**src/rtl/timer_pkg.sv**
```systemverilog
// Shared types and defaults for the countdown timer.
package timer_pkg;

  // Default counter width.
  localparam int TIMER_N_DEFAULT = 3;

  // Timer control states.
  typedef enum logic [1:0] {
    IDLE = 2'd0,
    RUN  = 2'd1,
    DONE = 2'd2
  } timer_state_t;

endpackage

```
**src/rtl/countdown_timer.sv**
```systemverilog
// Loadable down-counter timer: counts from the reload value to zero, flags
// terminal count, then either stops (one-shot) or reloads (periodic).
module countdown_timer
  import timer_pkg::*;
#(
  parameter int N = TIMER_N_DEFAULT
) (
  input  logic         clk,
  input  logic         reset,
  input  logic         load,
  input  logic [N-1:0] load_value,
  input  logic         start,
  input  logic         stop,
  input  logic         auto_reload,
  output logic [N-1:0] count,
  output logic         busy,
  output logic         tc,
  output logic         done
);

  timer_state_t state_q;
  logic [N-1:0] count_q;
  logic [N-1:0] reload_q;

  // FSM, reload register and decrementer in one clocked process.
  // NOTE: every register here is a small flop, so all of them are cleared by
  // the async reset; non-blocking assignments keep each branch reading the
  // pre-edge values of state_q, count_q and reload_q.
  always_ff @(posedge clk or negedge reset) begin
    if (!reset) begin
      state_q  <= IDLE;
      count_q  <= '0;
      reload_q <= '0;
    end else begin
      // A load always updates the reload register; in RUN the new value is
      // only seen at the next reload or start.
      if (load) reload_q <= load_value;

      case (state_q)
        RUN: begin
          if (stop) begin
            state_q <= IDLE;
          end else if (count_q == '0) begin
            // auto_reload matters only at the terminal-count cycle.
            if (auto_reload) count_q <= reload_q;
            else             state_q <= DONE;
          end else begin
            count_q <= count_q - N'(1);
          end
        end

        IDLE, DONE: begin
          if (stop) begin
            // stop beats start; count holds unless a load arrives with it.
            state_q <= IDLE;
            if (load) count_q <= load_value;
          end else if (start) begin
            // A simultaneous load bypasses the reload register.
            state_q <= RUN;
            count_q <= load ? load_value : reload_q;
          end else if (load) begin
            state_q <= IDLE;
            count_q <= load_value;
          end
        end

        default: state_q <= IDLE;
      endcase
    end
  end

  // Outputs are decoded from flops only.
  assign count = count_q;
  assign busy  = (state_q == RUN);
  assign done  = (state_q == DONE);
  assign tc    = (state_q == RUN) && (count_q == '0);

endmodule
```
**config.mk**
```make
export PLATFORM = sky130hd
export DESIGN_NAME = countdown_timer
export DESIGN_NICKNAME = d
export VERILOG_FILES = /design/src/rtl/timer_pkg.sv /design/src/rtl/countdown_timer.sv
export SDC_FILE = /design/constraint.sdc
export NUM_CORES = 1
export LEC_CHECK = 0
export CAP_MARGIN = 5
export CELL_PAD_IN_SITES_DETAIL_PLACEMENT = 0
export CELL_PAD_IN_SITES_GLOBAL_PLACEMENT = 1
export CORE_MARGIN = 2
export CORE_UTILIZATION = 33
export CTS_CLUSTER_DIAMETER = 100
export CTS_CLUSTER_SIZE = 10
export DETAILED_ROUTE_END_ITERATION = 10
export PLACE_DENSITY_LB_ADDON = 0.1
export REMOVE_ABC_BUFFERS = 1
export SLEW_MARGIN = 20
export SYNTH_ARGS = -nofsm -noshare
export SYNTH_HDL_FRONTEND = slang
export SYNTH_SLANG_ARGS = --single-unit
export TNS_END_PERCENT = 100
```
**constraint.sdc**
```tcl
create_clock -name clk -period 1.6 [get_ports clk]
set_clock_uncertainty 0.05 [all_clocks]
set_input_delay 0.24 -clock clk [delete_from_list [all_inputs] [get_ports clk]]
set_output_delay 0.24 -clock clk [all_outputs]
set_load 0.005 [all_outputs]
```
==> key figures, run 1 <==
Drt
  • 1st-iter DRT viols: 6
  • Wire length per cell: 14.6 um
  • Vias: 558
  • First-pass DRT Iterations: 4
  • Final WL: 1520 um
  • Detail Route Antenna Nets: 0
  • Remaining DRCs: 0
  • Vias/cell: 5.37

Final layout
  • Final net count: 101
  • Share of cells above drive strength 1: 44.3%
  • Inserted Diodes: 0
  • Final instance area: 892 um^2
  • Final core utilization: 59.2%
  • Reg area: 201 um^2
  • Layout area overhead: 67.8%
  • Filler cell count: 154
  • Multi-input gate area: 330 um^2

Worst setup path
  • R2R Setup Slk: 0 ps
  • Worst r2r dst: count[1]
  • Critical R2R Launch: count[0]
  • Critical Path Start Type: flop
  • CP Class: reg2out
  • Req. time, crit path: 1310 ps
  • Worst r2r path cells: 7
  • Worst EP arrival: 1350 ps
  • Element type at the critical path end: primary output
  • Crit-path max FO: 2

Synth
  • Post-synthesis mux area share: 10.1%
  • Sequential area share after synthesis: 37.6%
  • Count leader, synth: dfrtp_1
  • Main synth FF type: dfrtp_1
  • Synth area leaders: dfrtp_1 38%, mux2_2 6.4%, a31oi_1 4.7%, ha_1 4.7%, buf_6 4.2%
  • Post-synth ARST share: 100%
  • Syn. warnings: 0
  • Largest family of logic cells by synthesized area: compound AO/OA/AOI/OAI gates
  • Mapped cell area: 532 um^2
  • Gate Count Post-Synth: 54
  • Post-synthesis register bit count: 8
  • Post-synth EDFFs: 0
  • Most frequent cells after synthesis: 8 x dfrtp_1, 6 x nor2_1, 4 x a31oi_1, 4 x nor3_1
  • Compound-Gate Fraction of Synth Area: 20.9%
  • Adder-Cell Fraction of Synth Area: 4.71%
  • Synth Area in XOR/XNOR: 0%
  • Synth unique cells: 23
  • Simple-gate portion of the synthesized area: 19.3%
  • Synth area leader: dfrtp_1
  • Yosys top cell area share: 37.6%
  • Mean Syn Cell Area: 9.85 um^2

GRT
  • Global-route wire length before repair: 2390 um
  • Vias in the first global route: 545
  • GR Util All Layers: 18.2%
  • Grt ovf: 0
  • Initial antenna violation count: 0
  • Largest net degree at the start of global routing: 9

Die
  • Initial Util: 35.3%
  • Die Span X: 44.1 um
  • Cell row count: 14
  • Die Ht: 44.1 um
  • Ports: 15
  • Core area: 1510 um^2
  • Die ar.: 1950 um^2

STA
  • Final Setup Violations: 1
  • Worst Setup Slack, final: -44.1 ps
  • Min cycle time layout: 1640 ps
  • Final hold viol count: 0
  • Rel. slew slack: 74.5%
  • Least-Margin Pin Slew: 381 ps
  • Crit share post-route: 103%
  • Fmax achieved: 608 MHz
  • Unrepaired setup endpoints after global routing: true
  • Hold slack: 211 ps
  • Pins over their slew limit: 0

Clocking
  • CTS Buf Count: 3
  • CTS tree: done
  • Clock tree root buffer cell: clkbuf_4
  • Clock Latency Late Sink: 260 ps
  • Clk pin slew, worst setup/hold paths: 60 ps
  • Clk sink count: 8
  • CTS Buffer Depth: 2
  • H-tree Lvls: 1
  • Hold buffers post-CTS: 0

Power
  • Leak pwr: 0.412 nW
  • PD cells: 1730 nW/um^2
  • Worst vdd ir: 0.786 mV
  • Tot Pwr: 0.00155 W

Run status
  • Failing checks: setup timing
  • Status: complete, but fails checks

Placed design
  • DPL Wire Length: 1050 um
  • DP Area: 754 um^2
  • Port Buffer Count: 14
  • Place WS: -248 ps
  • GPL Wtd Cong: 0.710

Run
  • Maxcap violations: 0

Worst hold path
  • Worst Hold Class: in2async
[metal layers]
layer,wire (um),up-vias,GRT usage [%],part of all wire [%]
li1,-,268,-,-
met5,0,-,0,0
met3,91,6,5.31,6.0
met2,795,20,31.2,52
met1,590,264,19.6,39
met4,44,0,10.9,2.9
[worst max-delay path: stages (launching register included)]
cell and delay [ps]:
dfrtp_1 380, inv_2 80, ha_4 140, or2b_4 270, nor3_2 90, buf_2 130
[how the worst max path moves through the flow]
stage / from / depth (start not counted) / slack [ps] / end
final: count[1] / 5 / -40 / tc
after global routing: count[0] / 7 / -120 / count[1]
after CTS: count[1] / 5 / -70 / tc
after detailed placement: count[1] / 5 / -250 / tc
after global placement: count[0] / 5 / -230 / tc
after floorplan: count[0] / 6 / 110 / count[1]
[sequential cells by signal, summed over array words and instances, names as in the netlist]
signal,cells
state_q,2
reload_q,3
count,3
[logic make-up after synthesis]
kind of cell             count (synthesis)
AO/OA/AOI/OAI                           14
flip-flops                               8
multiplexers                             5
adder cells (fa/ha/maj)                  2
buffers and inverters                    6
AND/OR/NAND/NOR                         19
[per-stage QoR]
step           std cells  TNS (ps)
2_1_floorplan         51         0
6_report             104     -44.1
3_3_place_gp          93      -410
4_1_cts              101     -68.9
5_1_grt              104      -385
3_5_place_dp          93      -491
[repair_timing]
action | CTS | global route
gates resized for setup | 13 | 9
setup endpoints to repair | 4 | 6
pin swaps | 1 | 7
cloned | 0 | 0
endpoints found under the hold margin | 0 | 0
buffers inserted | 5 | 3
[cell type report]
| class | instances | share of cell area, % |
|---|---|---|
| Multi-Input combinational cell | 40 | 37.0 |
| Clock buffer | 3 | 2.52 |
| Tap cell | 16 | 2.24 |
| Timing Repair Buffer | 34 | 34.4 |
| Inverter | 3 | 1.26 |
| Sequential cell | 8 | 22.6 |
[layout by cell type (no fill, tap or decap), drive strengths merged]
master,n
nor4b,1
o31ai,1
nand2,3
ha,2
a22oi,1
clkdlybuf4s50,10
mux2,3
nor2b,3
o211ai,3
clkbuf,3
o2111ai,1
inv,3
dlymetal6s2s,1
a21o,1
dlygate4sd2,1
dfrtp,8
nor2,6
a21oi,1
or2b,1
mux2i,2
o31a,1
nor3b,1
buf,21
o21ai,1
clkdlybuf4s15,1
a31oi,4
nor3,4
[report_power, final]
part | internal, W | switching [W] | total [W]
sequential | 0.000267 | 0.0000448 | 0.000311
combinational | 0.000635 | 0.000435 | 0.00107
clock | 0.0000865 | 0.0000781 | 0.000165
total | 0.000988 | 0.000558 | 0.00155
No activity file was read; power rests on OpenSTA's default activity.
==> run 2: changes to the inputs <==
- CELL_PAD_IN_SITES_DETAIL_PLACEMENT: 0 -> not set
- CELL_PAD_IN_SITES_GLOBAL_PLACEMENT: 1 -> not set
- CORE_AREA: not set -> 2 2 39 41
- CORE_MARGIN: 2 -> not set
- CORE_UTILIZATION: 33 -> not set
- DIE_AREA: not set -> 0 0 41 43
- PLACE_DENSITY: not set -> 0.69
- PLACE_DENSITY_LB_ADDON: 0.1 -> not set
- SETUP_SLACK_MARGIN: not set -> 0.02
- clock period: 1.6 -> 2 ns (I/O delays scaled with it)
==> run 2 against run 1 <==
The run now ends clean. Sequential share of layout area up 4.6 points. Worst hold slack better by 67 ps. Critical path type unchanged. Die area down 9.5%. Register-to-register slack better by 410 ps. Setup slack better by 200 ps. Via count down 16%. Clock power down 21%. Largest cell class unchanged.
==> key figures, run 2 (same netlist as run 1, synthesis figures left out) <==
Clocking
  • Clk pin slew, worst setup/hold paths: 70 ps (about the same)
  • Clk sink count: 8 (unchanged)
  • Clock tree root buffer cell: clkbuf_4
  • H-tree Lvls: 1 (unchanged)
  • CTS Buffer Depth: 2 (unchanged)
  • CTS Buf Count: 3 (unchanged)
  • CTS tree: done
  • Clock Latency Late Sink: 260 ps (about the same)
  • Hold buffers post-CTS: 0 (unchanged)

STA
  • Setup TNS: 0 ps (+44.1 ps)
  • Pins over their slew limit: 0 (unchanged)
  • Unrepaired setup endpoints after global routing: false
  • Final hold viol count: 0 (unchanged)
  • Rel. slew slack: 73.4% (-1.1 points)
  • Crit share post-route: 92.2%
  • Min cycle time layout: 1840 ps
  • Fmax achieved: 542 MHz
  • Least-Margin Pin Slew: 398 ps (+16.8 ps)
  • Final Setup Violations: 0 (-1)

Final layout
  • Filler cell count: 131 (-15%)
  • Share of cells above drive strength 1: 24.0% (-20 points)
  • Final net count: 88 (-13%)
  • Multi-input gate area: 295 um^2 (-11%)
  • Commonest non-fill, non-tap cell in the layout: clkdlybuf4s50_1
  • Final instance area: 737 um^2 (-17%)
  • Most frequent cells in the layout: 13 x clkdlybuf4s50_1, 8 x dfrtp_1, 7 x buf_4
  • Reg area: 200 um^2 (-0.62%)
  • Layout area overhead: 38.6%
  • Inserted Diodes: 0 (unchanged)

GRT
  • Initial antenna violation count: 0 (unchanged)
  • GR Util All Layers: 17.7% (-0.44 points)
  • Global-route wire length before repair: 2090 um (-12%)
  • Vias in the first global route: 498 (-8.6%)
  • Largest net degree at the start of global routing: 9 (unchanged)
  • Grt ovf: 0 (unchanged)

Worst setup path
  • Crit-path cells: inv_1, ha_2, or2b_2, nor3_1, clkbuf_2
  • Worst EP arrival: 1490 ps (+140 ps)
  • Worst r2r dst: count[1]
  • CP Class: reg2out
  • Element type at the critical path end: primary output
  • Setup crit start: count[1]
  • Slowest-stage cell, CP: dfrtp_1
  • Delay-heaviest family, CP: simple AND/OR/NAND/NOR gates
  • Critical Path Max Stage Delay: 390 ps (about the same)
  • Critical R2R Launch: count[1]
  • WP buf/inv: 2 (unchanged)
  • R2R Setup Slk: 410 ps (+410 ps)
  • Req. time, crit path: 1650 ps (+340 ps)
  • Critical Path Start Type: flop
  • Worst r2r path cells: 6 (-1)
  • Crit-path max FO: 3 (+1)

Run status
  • Status: finished, final reports clean

Drt
  • Vias: 468 (-16%)
  • Vias/cell: 5.14 (-4.1%)
  • Detail Route Antenna Nets: 0 (unchanged)
  • First-pass DRT Iterations: 4 (unchanged)
  • Wire length per cell: 13.7 um (-6.0%)
  • Remaining DRCs: 0 (unchanged)
  • 1st-iter DRT viols: 9 (+3)
  • Final WL: 1250 um (-18%)

Worst hold path
  • Worst Hold Class: in2async

Die
  • Core area: 1380 um^2 (-8.1%)
  • Initial Util: 38.4% (+3.1 points)
  • Cell row count: 14 (unchanged)
  • Die ar.: 1760 um^2 (-9.5%)
  • Die Ht: 43 um (-2.6%)
  • Die Span X: 41 um (-7.1%)
  • Ports: 15 (unchanged)

Run
  • Maxcap violations: 0 (unchanged)

Power
  • PD cells: 1260 nW/um^2 (-27%)
  • Worst vdd ir: 0.520 mV (-34%)
  • Leak pwr: 0.316 nW (-23%)

Placed design
  • GPL Wtd Cong: 0.738 (+3.9%)
  • DPL Wire Length: 949 um (-9.9%)
  • DP Area: 717 um^2 (-5.0%)
  • Port Buffer Count: 14 (unchanged)
## run 2: cell count changes in the layout (fill, tap and decap cells not counted), sizes merged
| cell | delta |
|---|---|
| buf | -14 |
| clkdlybuf4s50 | +3 |
| clkbuf | +1 |
| clkdlybuf4s15 | -1 |
| dlymetal6s2s | -1 |
| dlygate4sd2 | -1 |
## run 2: worst max-delay path by stage
stage	end	slack [ps]	depth (start not counted)
after floorplan	tc	500	4
after global placement	tc	70	5
after detailed placement	tc	20	5
after CTS	tc	30	5
after global routing	tc	50	5
final	tc	160	5
## run 2: timing repair
action	4_1_cts	5_1_grt
pin swaps	0	0
cloned	0	0
gates resized for setup	1	3
endpoints found under the setup margin	1	1
buffers inserted	0	0
## run 2: per-layer routing
layer  global-route usage, %  wire [um]  share of wire [%]  vias to the layer above
met2                    26.6        608                 49                       15
met5                       0          0                  0                        -
li1                        -          -                  -                      241
met3                    3.14         66                5.3                        2
met1                    22.8        564                 45                      210
met4                    10.0         12               0.96                        0
## run 2: cell type report
cell class	instances	area share [%]
Sequential cell	8	27.2
Multi-Input combinational cell	40	40.1
Timing Repair Buffer	21	25.5
Clock buffer	3	3.06
Inverter	3	1.53
Tap cell	16	2.72
## run 2: report_power, final
part           total (W)  internal [W]  switching, W  leakage [nW]
combinational   0.000552      0.000298      0.000254         0.205
clock           0.000131     0.0000691     0.0000618        0.0138
sequential      0.000245      0.000213     0.0000318        0.0967
## run 2: metrics by stage
stage	utilization (%)	setup slack (ps)	cells	power (W)	hold WS [ps]
detailed placement	51.8	17.7	88	0.000801	477
finish	53.3	156	91	0.000927	277
floorplan	-	497	51	0.000536	-45.6
global route	53.3	52.6	91	0.00101	308
global placement	51.8	72.7	88	0.000788	470
CTS	53.3	33.6	91	0.000933	287
